## config.mk

```make
export PLATFORM = sky130hd
export DESIGN_NAME = pc_seq_flat
export DESIGN_NICKNAME = d
export VERILOG_FILES = /design/src/rtl/pc_seq_if.sv /design/src/rtl/pc_seq.sv /design/src/flat_wrapper.sv
export SDC_FILE = /design/constraint.sdc
export NUM_CORES = 1
export LEC_CHECK = 0
export CAP_MARGIN = 20
export CORE_MARGIN = 2
export CORE_UTILIZATION = 30
export DETAILED_ROUTE_END_ITERATION = 12
export DONT_BUFFER_PORTS = 1
export SLEW_MARGIN = 40
export SYNTH_ARGS = -nofsm -noshare
export SYNTH_HDL_FRONTEND = slang
export SYNTH_SLANG_ARGS = --single-unit
```

## constraint.sdc

```tcl
create_clock -name clk -period 3.5 [get_ports clk]
set_input_delay 0.525 -clock clk [delete_from_list [all_inputs] [get_ports clk]]
set_output_delay 0.525 -clock clk [all_outputs]
set_load 0.02 [all_outputs]
```

## src/rtl/pc_seq_if.sv

```systemverilog
// Control/status bundle between decode and the program-counter sequencer.
// master = decode side driving requests, slave = sequencer.
interface pc_seq_if #(
    parameter int AW    = 16,
    parameter int DEPTH = 8
);
    localparam int SPW = $clog2(DEPTH + 1);

    logic          en;
    logic          jmp;
    logic          cmp;
    logic          abs_mode;
    logic          call;
    logic          ret;
    logic [AW-1:0] rd;
    logic [AW-1:0] pc_out;
    logic [SPW-1:0] sp;
    logic          full;
    logic          empty;
    logic          fault;

    modport master (
        output en, jmp, cmp, abs_mode, call, ret, rd,
        input  pc_out, sp, full, empty, fault
    );

    modport slave (
        input  en, jmp, cmp, abs_mode, call, ret, rd,
        output pc_out, sp, full, empty, fault
    );
endinterface

```

## src/rtl/pc_seq.sv

```systemverilog
// Program-counter sequencer: increment, jump, call/return with a
// bounded return stack; stack misuse parks the unit in a sticky FAULT.
module pc_seq #(
    parameter int            AW      = 16,
    parameter int            DEPTH   = 8,
    parameter logic [AW-1:0] RST_VEC = '0
) (
    input logic     clk,
    input logic     rst,
    pc_seq_if.slave bus
);
    localparam int SPW = $clog2(DEPTH + 1);
    localparam int IW  = (DEPTH > 1) ? $clog2(DEPTH) : 1;

    typedef enum logic {
        RUN   = 1'b0,
        FAULT = 1'b1
    } state_t;

    state_t         r_state;
    logic [AW-1:0]  r_pc;
    logic [SPW-1:0] r_sp;
    logic [AW-1:0]  r_stack [DEPTH];

    logic           w_full;
    logic           w_empty;
    logic           w_act;
    logic           w_bad;
    logic           w_push;
    logic           w_pop;
    logic           w_jump;
    logic           w_step;
    logic [AW-1:0]  w_target;
    logic [AW-1:0]  w_inc;
    logic [SPW-1:0] w_sp_dec;
    logic [IW-1:0]  w_wr_idx;
    logic [IW-1:0]  w_rd_idx;

    assign w_full   = (r_sp == SPW'(DEPTH));
    assign w_empty  = (r_sp == '0);
    assign w_act    = (r_state == RUN) && bus.en;
    assign w_inc    = r_pc + {{(AW-1){1'b0}}, 1'b1};
    assign w_target = bus.abs_mode ? bus.rd : r_pc + bus.rd;
    assign w_sp_dec = r_sp - {{(SPW-1){1'b0}}, 1'b1};

    // sp-1 never exceeds DEPTH-1, so the low bits are an exact index
    assign w_wr_idx = r_sp[IW-1:0];
    assign w_rd_idx = w_sp_dec[IW-1:0];

    assign w_bad  = w_act && ((bus.call && bus.ret) ||
                              (bus.call && w_full)  ||
                              (bus.ret  && w_empty));
    assign w_pop  = w_act && bus.ret && !bus.call && !w_empty;
    assign w_push = w_act && bus.call && !bus.ret && !w_full;
    assign w_jump = w_act && !bus.call && !bus.ret &&
                    bus.jmp && bus.cmp;
    assign w_step = w_act && !bus.call && !bus.ret && !w_jump;

    always_ff @(posedge clk or negedge rst) begin
        if (!rst) begin
            r_state <= RUN;
            r_pc    <= RST_VEC;
            r_sp    <= '0;
        end else begin
            unique case (1'b1)
                w_bad: begin
                    r_state <= FAULT;
                end
                w_pop: begin
                    r_pc <= r_stack[w_rd_idx];
                    r_sp <= w_sp_dec;
                end
                w_push: begin
                    r_pc <= w_target;
                    r_sp <= r_sp + {{(SPW-1){1'b0}}, 1'b1};
                end
                w_jump: begin
                    r_pc <= w_target;
                end
                w_step: begin
                    r_pc <= w_inc;
                end
                default: begin
                end
            endcase
        end
    end

    // Storage is deliberately unreset; entries at or above sp are dead
    always_ff @(posedge clk) begin
        if (w_push) begin
            r_stack[w_wr_idx] <= w_inc;
        end
    end

    assign bus.pc_out = r_pc;
    assign bus.sp     = r_sp;
    assign bus.full   = w_full;
    assign bus.empty  = w_empty;
    assign bus.fault  = (r_state == FAULT);
endmodule

```

## src/flat_wrapper.sv

```systemverilog
// flat-port wrapper written by rule: the top's interface ports become plain ports
module pc_seq_flat 
#(
    parameter int            AW      = 16,
    parameter int            DEPTH   = 8,
    parameter logic [AW-1:0] RST_VEC = '0
)
  (clk, rst, bus_en, bus_jmp, bus_cmp, bus_abs_mode, bus_call, bus_ret, bus_rd, bus_pc_out, bus_sp, bus_full, bus_empty, bus_fault);
  pc_seq_if #(.AW(AW), .DEPTH(DEPTH)) bus_i ();
  input logic clk;
  input logic rst;
  input wire logic [$bits(bus_i.en)-1:0] bus_en;
  input wire logic [$bits(bus_i.jmp)-1:0] bus_jmp;
  input wire logic [$bits(bus_i.cmp)-1:0] bus_cmp;
  input wire logic [$bits(bus_i.abs_mode)-1:0] bus_abs_mode;
  input wire logic [$bits(bus_i.call)-1:0] bus_call;
  input wire logic [$bits(bus_i.ret)-1:0] bus_ret;
  input wire logic [$bits(bus_i.rd)-1:0] bus_rd;
  output wire logic [$bits(bus_i.pc_out)-1:0] bus_pc_out;
  output wire logic [$bits(bus_i.sp)-1:0] bus_sp;
  output wire logic [$bits(bus_i.full)-1:0] bus_full;
  output wire logic [$bits(bus_i.empty)-1:0] bus_empty;
  output wire logic [$bits(bus_i.fault)-1:0] bus_fault;
  assign bus_i.en = bus_en;
  assign bus_i.jmp = bus_jmp;
  assign bus_i.cmp = bus_cmp;
  assign bus_i.abs_mode = bus_abs_mode;
  assign bus_i.call = bus_call;
  assign bus_i.ret = bus_ret;
  assign bus_i.rd = bus_rd;
  assign bus_pc_out = bus_i.pc_out;
  assign bus_sp = bus_i.sp;
  assign bus_full = bus_i.full;
  assign bus_empty = bus_i.empty;
  assign bus_fault = bus_i.fault;
  pc_seq #(.AW(AW), .DEPTH(DEPTH), .RST_VEC(RST_VEC)) u_core (.clk(clk), .rst(rst), .bus(bus_i));
endmodule
```

==> impl_metrics.xml <==
<?xml version="1.0" encoding="UTF-8"?>
<metrics>
  <group name="logic_synthesis">
    <metric name="synth_sequential_area_ratio" unit="%">61.0</metric>
    <metric name="netlist.area_leader.share" unit="%">53.7</metric>
    <metric name="instance_count_of_the_mapped_netlist" unit="">502</metric>
    <metric name="asyncSetResetFlopFracSynth" unit="%">14.1</metric>
    <metric name="synth-edff-count" unit="">128</metric>
    <metric name="synth.ff_latch_count" unit="">149</metric>
    <metric name="post_synth.cell_area_avg" unit="um^2">14.3</metric>
    <metric name="postSynth.topFlopCell" unit="">edfxtp_1</metric>
    <metric name="netlist.top_cell.by_area" unit="">edfxtp_1</metric>
    <metric name="top_cells_by_area_in_the_synthesized_netlist" unit="">edfxtp_1 54%, mux4_2 10%, dfrtp_1 7.3%</metric>
    <metric name="netlist_area" unit="um^2">7160</metric>
    <metric name="yosys_warnings" unit="">0</metric>
    <metric name="synth_cell_type_count" unit="">58</metric>
    <metric name="number_of_nets_in_the_synthesized_netlist" unit="">545</metric>
  </group>
  <group name="setup_path">
    <metric name="worst-path-max-fanout" unit="">9</metric>
    <metric name="cp.required" unit="ns">3.83</metric>
    <metric name="crit_path_end_kind" unit="">register</metric>
    <metric name="worstSetupStartpointType" unit="">register</metric>
    <metric name="timing.setup.critical_path_class" unit="">reg2reg</metric>
    <metric name="worst-r2r-cell-count" unit="">7</metric>
    <metric name="timing.critical_path.arrival" unit="ns">3.11</metric>
    <metric name="r2r_slack" unit="ns">0.72</metric>
    <metric name="setup.worst_path.start" unit="">u_core.bus.pc_out[1]</metric>
    <metric name="r2r-end" unit="">u_core.bus.pc_out[10]</metric>
    <metric name="rr_startpoint" unit="">u_core.bus.pc_out[1]</metric>
  </group>
  <group name="sta">
    <metric name="hold_viol" unit="">0</metric>
    <metric name="holdWs" unit="ns">0.228</metric>
    <metric name="timing_worst_slew_pin_value" unit="ns">0.780</metric>
    <metric name="fmax" unit="GHz">0.360</metric>
    <metric name="finClkSkew" unit="ns">0.00910</metric>
    <metric name="period_minus_slack" unit="ns">2.78</metric>
    <metric name="report.final.slew_viol_count" unit="">0</metric>
    <metric name="total_setup_violations_reported_at_the_end_of_the_flow" unit="">0</metric>
    <metric name="rsz0062_at_grt" unit="">false</metric>
    <metric name="totalNegativeSetupSlack" unit="ns">0</metric>
    <metric name="share_of_the_clock_period_used_by_the_worst_path_after_layout" unit="%">79.5</metric>
    <metric name="max_slew_margin" unit="%">48.0</metric>
  </group>
  <group name="clock_tree">
    <metric name="clock_sinks" unit="">149</metric>
    <metric name="tritoncts_clock_tree" unit="">yes</metric>
    <metric name="cts-root-to-sink-buffers" unit="">2</metric>
    <metric name="cts_inserted_buffers" unit="">17</metric>
    <metric name="cts_root_buf" unit="">clkbuf_16</metric>
    <metric name="cts_post_setup_buffers_inserted" unit="">0</metric>
    <metric name="clkLatencyLatePin" unit="ns">0.42</metric>
    <metric name="h_tree_level_count" unit="">4</metric>
    <metric name="cts.reportedPaths.clkPinSlew" unit="ns">0.06</metric>
    <metric name="ctsResizeCount" unit="">0</metric>
  </group>
  <group name="worst_hold_path">
    <metric name="min_delay_worst_endpoint" unit="">u_core.bus.fault</metric>
    <metric name="worstHoldStart" unit="">bus_en</metric>
    <metric name="hold_class" unit="">in2reg</metric>
    <metric name="whs_path_depth" unit="">1</metric>
  </group>
  <group name="floorplan">
    <metric name="dieArea" unit="um^2">25100</metric>
    <metric name="core" unit="um^2">23500</metric>
    <metric name="floorplan.rows" unit="">56</metric>
    <metric name="start_util" unit="%">30.5</metric>
    <metric name="die_w" unit="um">159</metric>
    <metric name="die_h" unit="um">159</metric>
    <metric name="design.portCount" unit="">47</metric>
  </group>
  <group name="grt">
    <metric name="grt_pass1_wl" unit="mm">27.1</metric>
    <metric name="number_of_antenna_violations_at_the_first_check_in_global_routing" unit="">0</metric>
    <metric name="grt_start_max_net_pins" unit="">41</metric>
    <metric name="grt_use_total" unit="%">15.1</metric>
    <metric name="globalRoute.totalOverflow" unit="">0</metric>
    <metric name="first_global_vias" unit="">4469</metric>
  </group>
  <group name="power_and_ir_drop">
    <metric name="vdd_ir_drop_max" unit="uV">382</metric>
    <metric name="pwrdens" unit="nW/um^2">835</metric>
    <metric name="p_leak" unit="nW">2.79</metric>
    <metric name="report.power.total" unit="mW">6.90</metric>
  </group>
  <group name="detailed_routing">
    <metric name="detail_route.vias_per_cell" unit="">5.09</metric>
    <metric name="routedWlPerCell" unit="um">21.2</metric>
    <metric name="num_vias" unit="">4328</metric>
    <metric name="drc_violations" unit="">0</metric>
    <metric name="wl" unit="mm">18.0</metric>
    <metric name="drt_first_iter_violations" unit="">443</metric>
    <metric name="drt_pre_antenna_iters" unit="">5</metric>
    <metric name="ant_nets" unit="">0</metric>
  </group>
  <group name="run_status">
    <metric name="status" unit="">finished, final reports clean</metric>
  </group>
  <group name="run">
    <metric name="reported_max_cap_violation_count" unit="">0</metric>
  </group>
  <group name="layout">
    <metric name="final_layout_size_suffix_gt1_share" unit="%">17.5</metric>
    <metric name="antennaDiodeCount" unit="">0</metric>
    <metric name="area_growth_syn_to_layout" unit="%">15.3</metric>
    <metric name="layout.nets" unit="">561</metric>
    <metric name="fin_cells" unit="">850</metric>
  </group>
  <group name="placed_design">
    <metric name="placement.io_buffers" unit="">0</metric>
    <metric name="detailedPlacementHpwl" unit="mm">11.3</metric>
    <metric name="placedCellCount" unit="">816</metric>
    <metric name="place.gp.congestion" unit="">0.925</metric>
  </group>
</metrics>
## sequential cells by signal, indices dropped and copies added, names as in the netlist
name	count
u_core.r_stack	128
u_core.bus.pc_out	16
u_core.bus.sp	4
u_core.bus.fault	1
## report_power, final
part / leakage, nW / internal, mW / switching, mW
Clock: 0.285 / 1.14 / 0.663
Combinational: 1.12 / 1.05 / 1.38
Sequential: 1.39 / 2.29 / 0.379
## what timing repair did
action,in CTS,in global routing
hold buffers,2,0
endpoints found under the setup margin,0,0
endpoints found under the hold margin,21,0
## cells in the final DEF (no fill, tap or decap), types with 4 or more instances in the layout
master	Yosys	layout
a21o_1	8	8
a21oi_1	26	26
a221oi_1	6	6
a31oi_1	8	8
and3_1	6	6
buf_4	4	16
clkbuf_1	10	5
clkbuf_16	0	17
dfrtp_1	21	20
edfxtp_1	128	128
ha_1	18	18
inv_1	11	11
mux2i_1	16	16
mux4_2	32	32
nand2_1	39	39
nand2b_1	4	4
nand3_1	10	10
nand4_1	9	9
nor2_1	34	34
nor3_2	0	5
o21ai_0	15	15
o21ai_1	7	7
xnor2_1	18	18
xor2_1	10	10
## per-layer routing
metal	vias up	part of all wire [%]	global-route usage [%]
li1	1993	-	-
met1	2199	42	18.3
met2	119	51	25.8
met3	17	6.0	4.41
met4	0	1.6	5.28
met5	-	0	0
## cell usage after synthesis (3+ instances only)
library cell and count:
buf_2 8, edfxtp_1 128, buf_4 4, nand2b_1 4
nand2_1 39, a21o_1 8, mux2i_1 16, o32ai_1 3
mux2_2 3, ha_1 18, a21oi_1 26, nand3_1 10
inv_1 11, xor2_1 10, mux4_2 32, o211ai_1 3
dfrtp_1 21, a31oi_1 8, o21ai_1 7, clkbuf_1 10
xnor2_1 18, and3_1 6, nand4_1 9, o21ai_0 15
nor2_1 34, nor2b_1 3, o21bai_1 3, a221oi_1 6
nor3_1 6
## metrics by stage
step / utilization, % / area [um^2] / worst slack, ns
final: 35.2 / 8260 / 0.719
after CTS: 35.2 / 8260 / 0.699
after floorplan: - / 7170 / 0.0402
after detailed placement: 32.6 / 7640 / 0.705
after global placement: 32.6 / 7640 / 0.779
after global routing: 35.2 / 8260 / 0.428
## final cells by class
type / instances / area (um^2)
timing repair buffer: 20 / 181
fill: 2272 / 15200
tap: 319 / 399
sequential: 149 / 4370
multi-input combinational: 319 / 2680
clock inverter: 9 / 130
inverter: 11 / 41.3
clock buffer: 23 / 458
## kinds of logic after synthesis
kind of cell	count (synthesis)	share of synthesized area (%)
and+or+nand+nor	122	8.19
DFF	149	61.0
xor gates and xnor gates	29	3.65
muxes	51	12.8
buffers and inverters	34	2.13
AOI/OAI and AO/OA	98	8.85
adders and majority gates	19	3.42
## worst max path at each step
| stage | slack (ns) | endpoint | cells past startpoint |
|---|---|---|---|
| after floorplan | 0.04 | u_core.r_stack[2][0] | 9 |
| after global placement | 0.78 | u_core.bus.pc_out[7] | 9 |
| after detailed placement | 0.70 | u_core.bus.pc_out[7] | 9 |
| after CTS | 0.70 | u_core.bus.pc_out[7] | 9 |
| after global routing | 0.43 | u_core.bus.pc_out[10] | 7 |
| final | 0.72 | u_core.bus.pc_out[10] | 7 |
## worst max-delay path, cell delays in order (launching register included)
cell,delay [ns]
dfrtp_1,0.61
ha_1,0.38
nand3_1,0.18
nor2_2,0.33
nand4_1,0.16
xnor2_1,0.60
a221oi_1,0.22
a31oi_1,0.21
No activity file was read; power rests on OpenSTA's default activity.
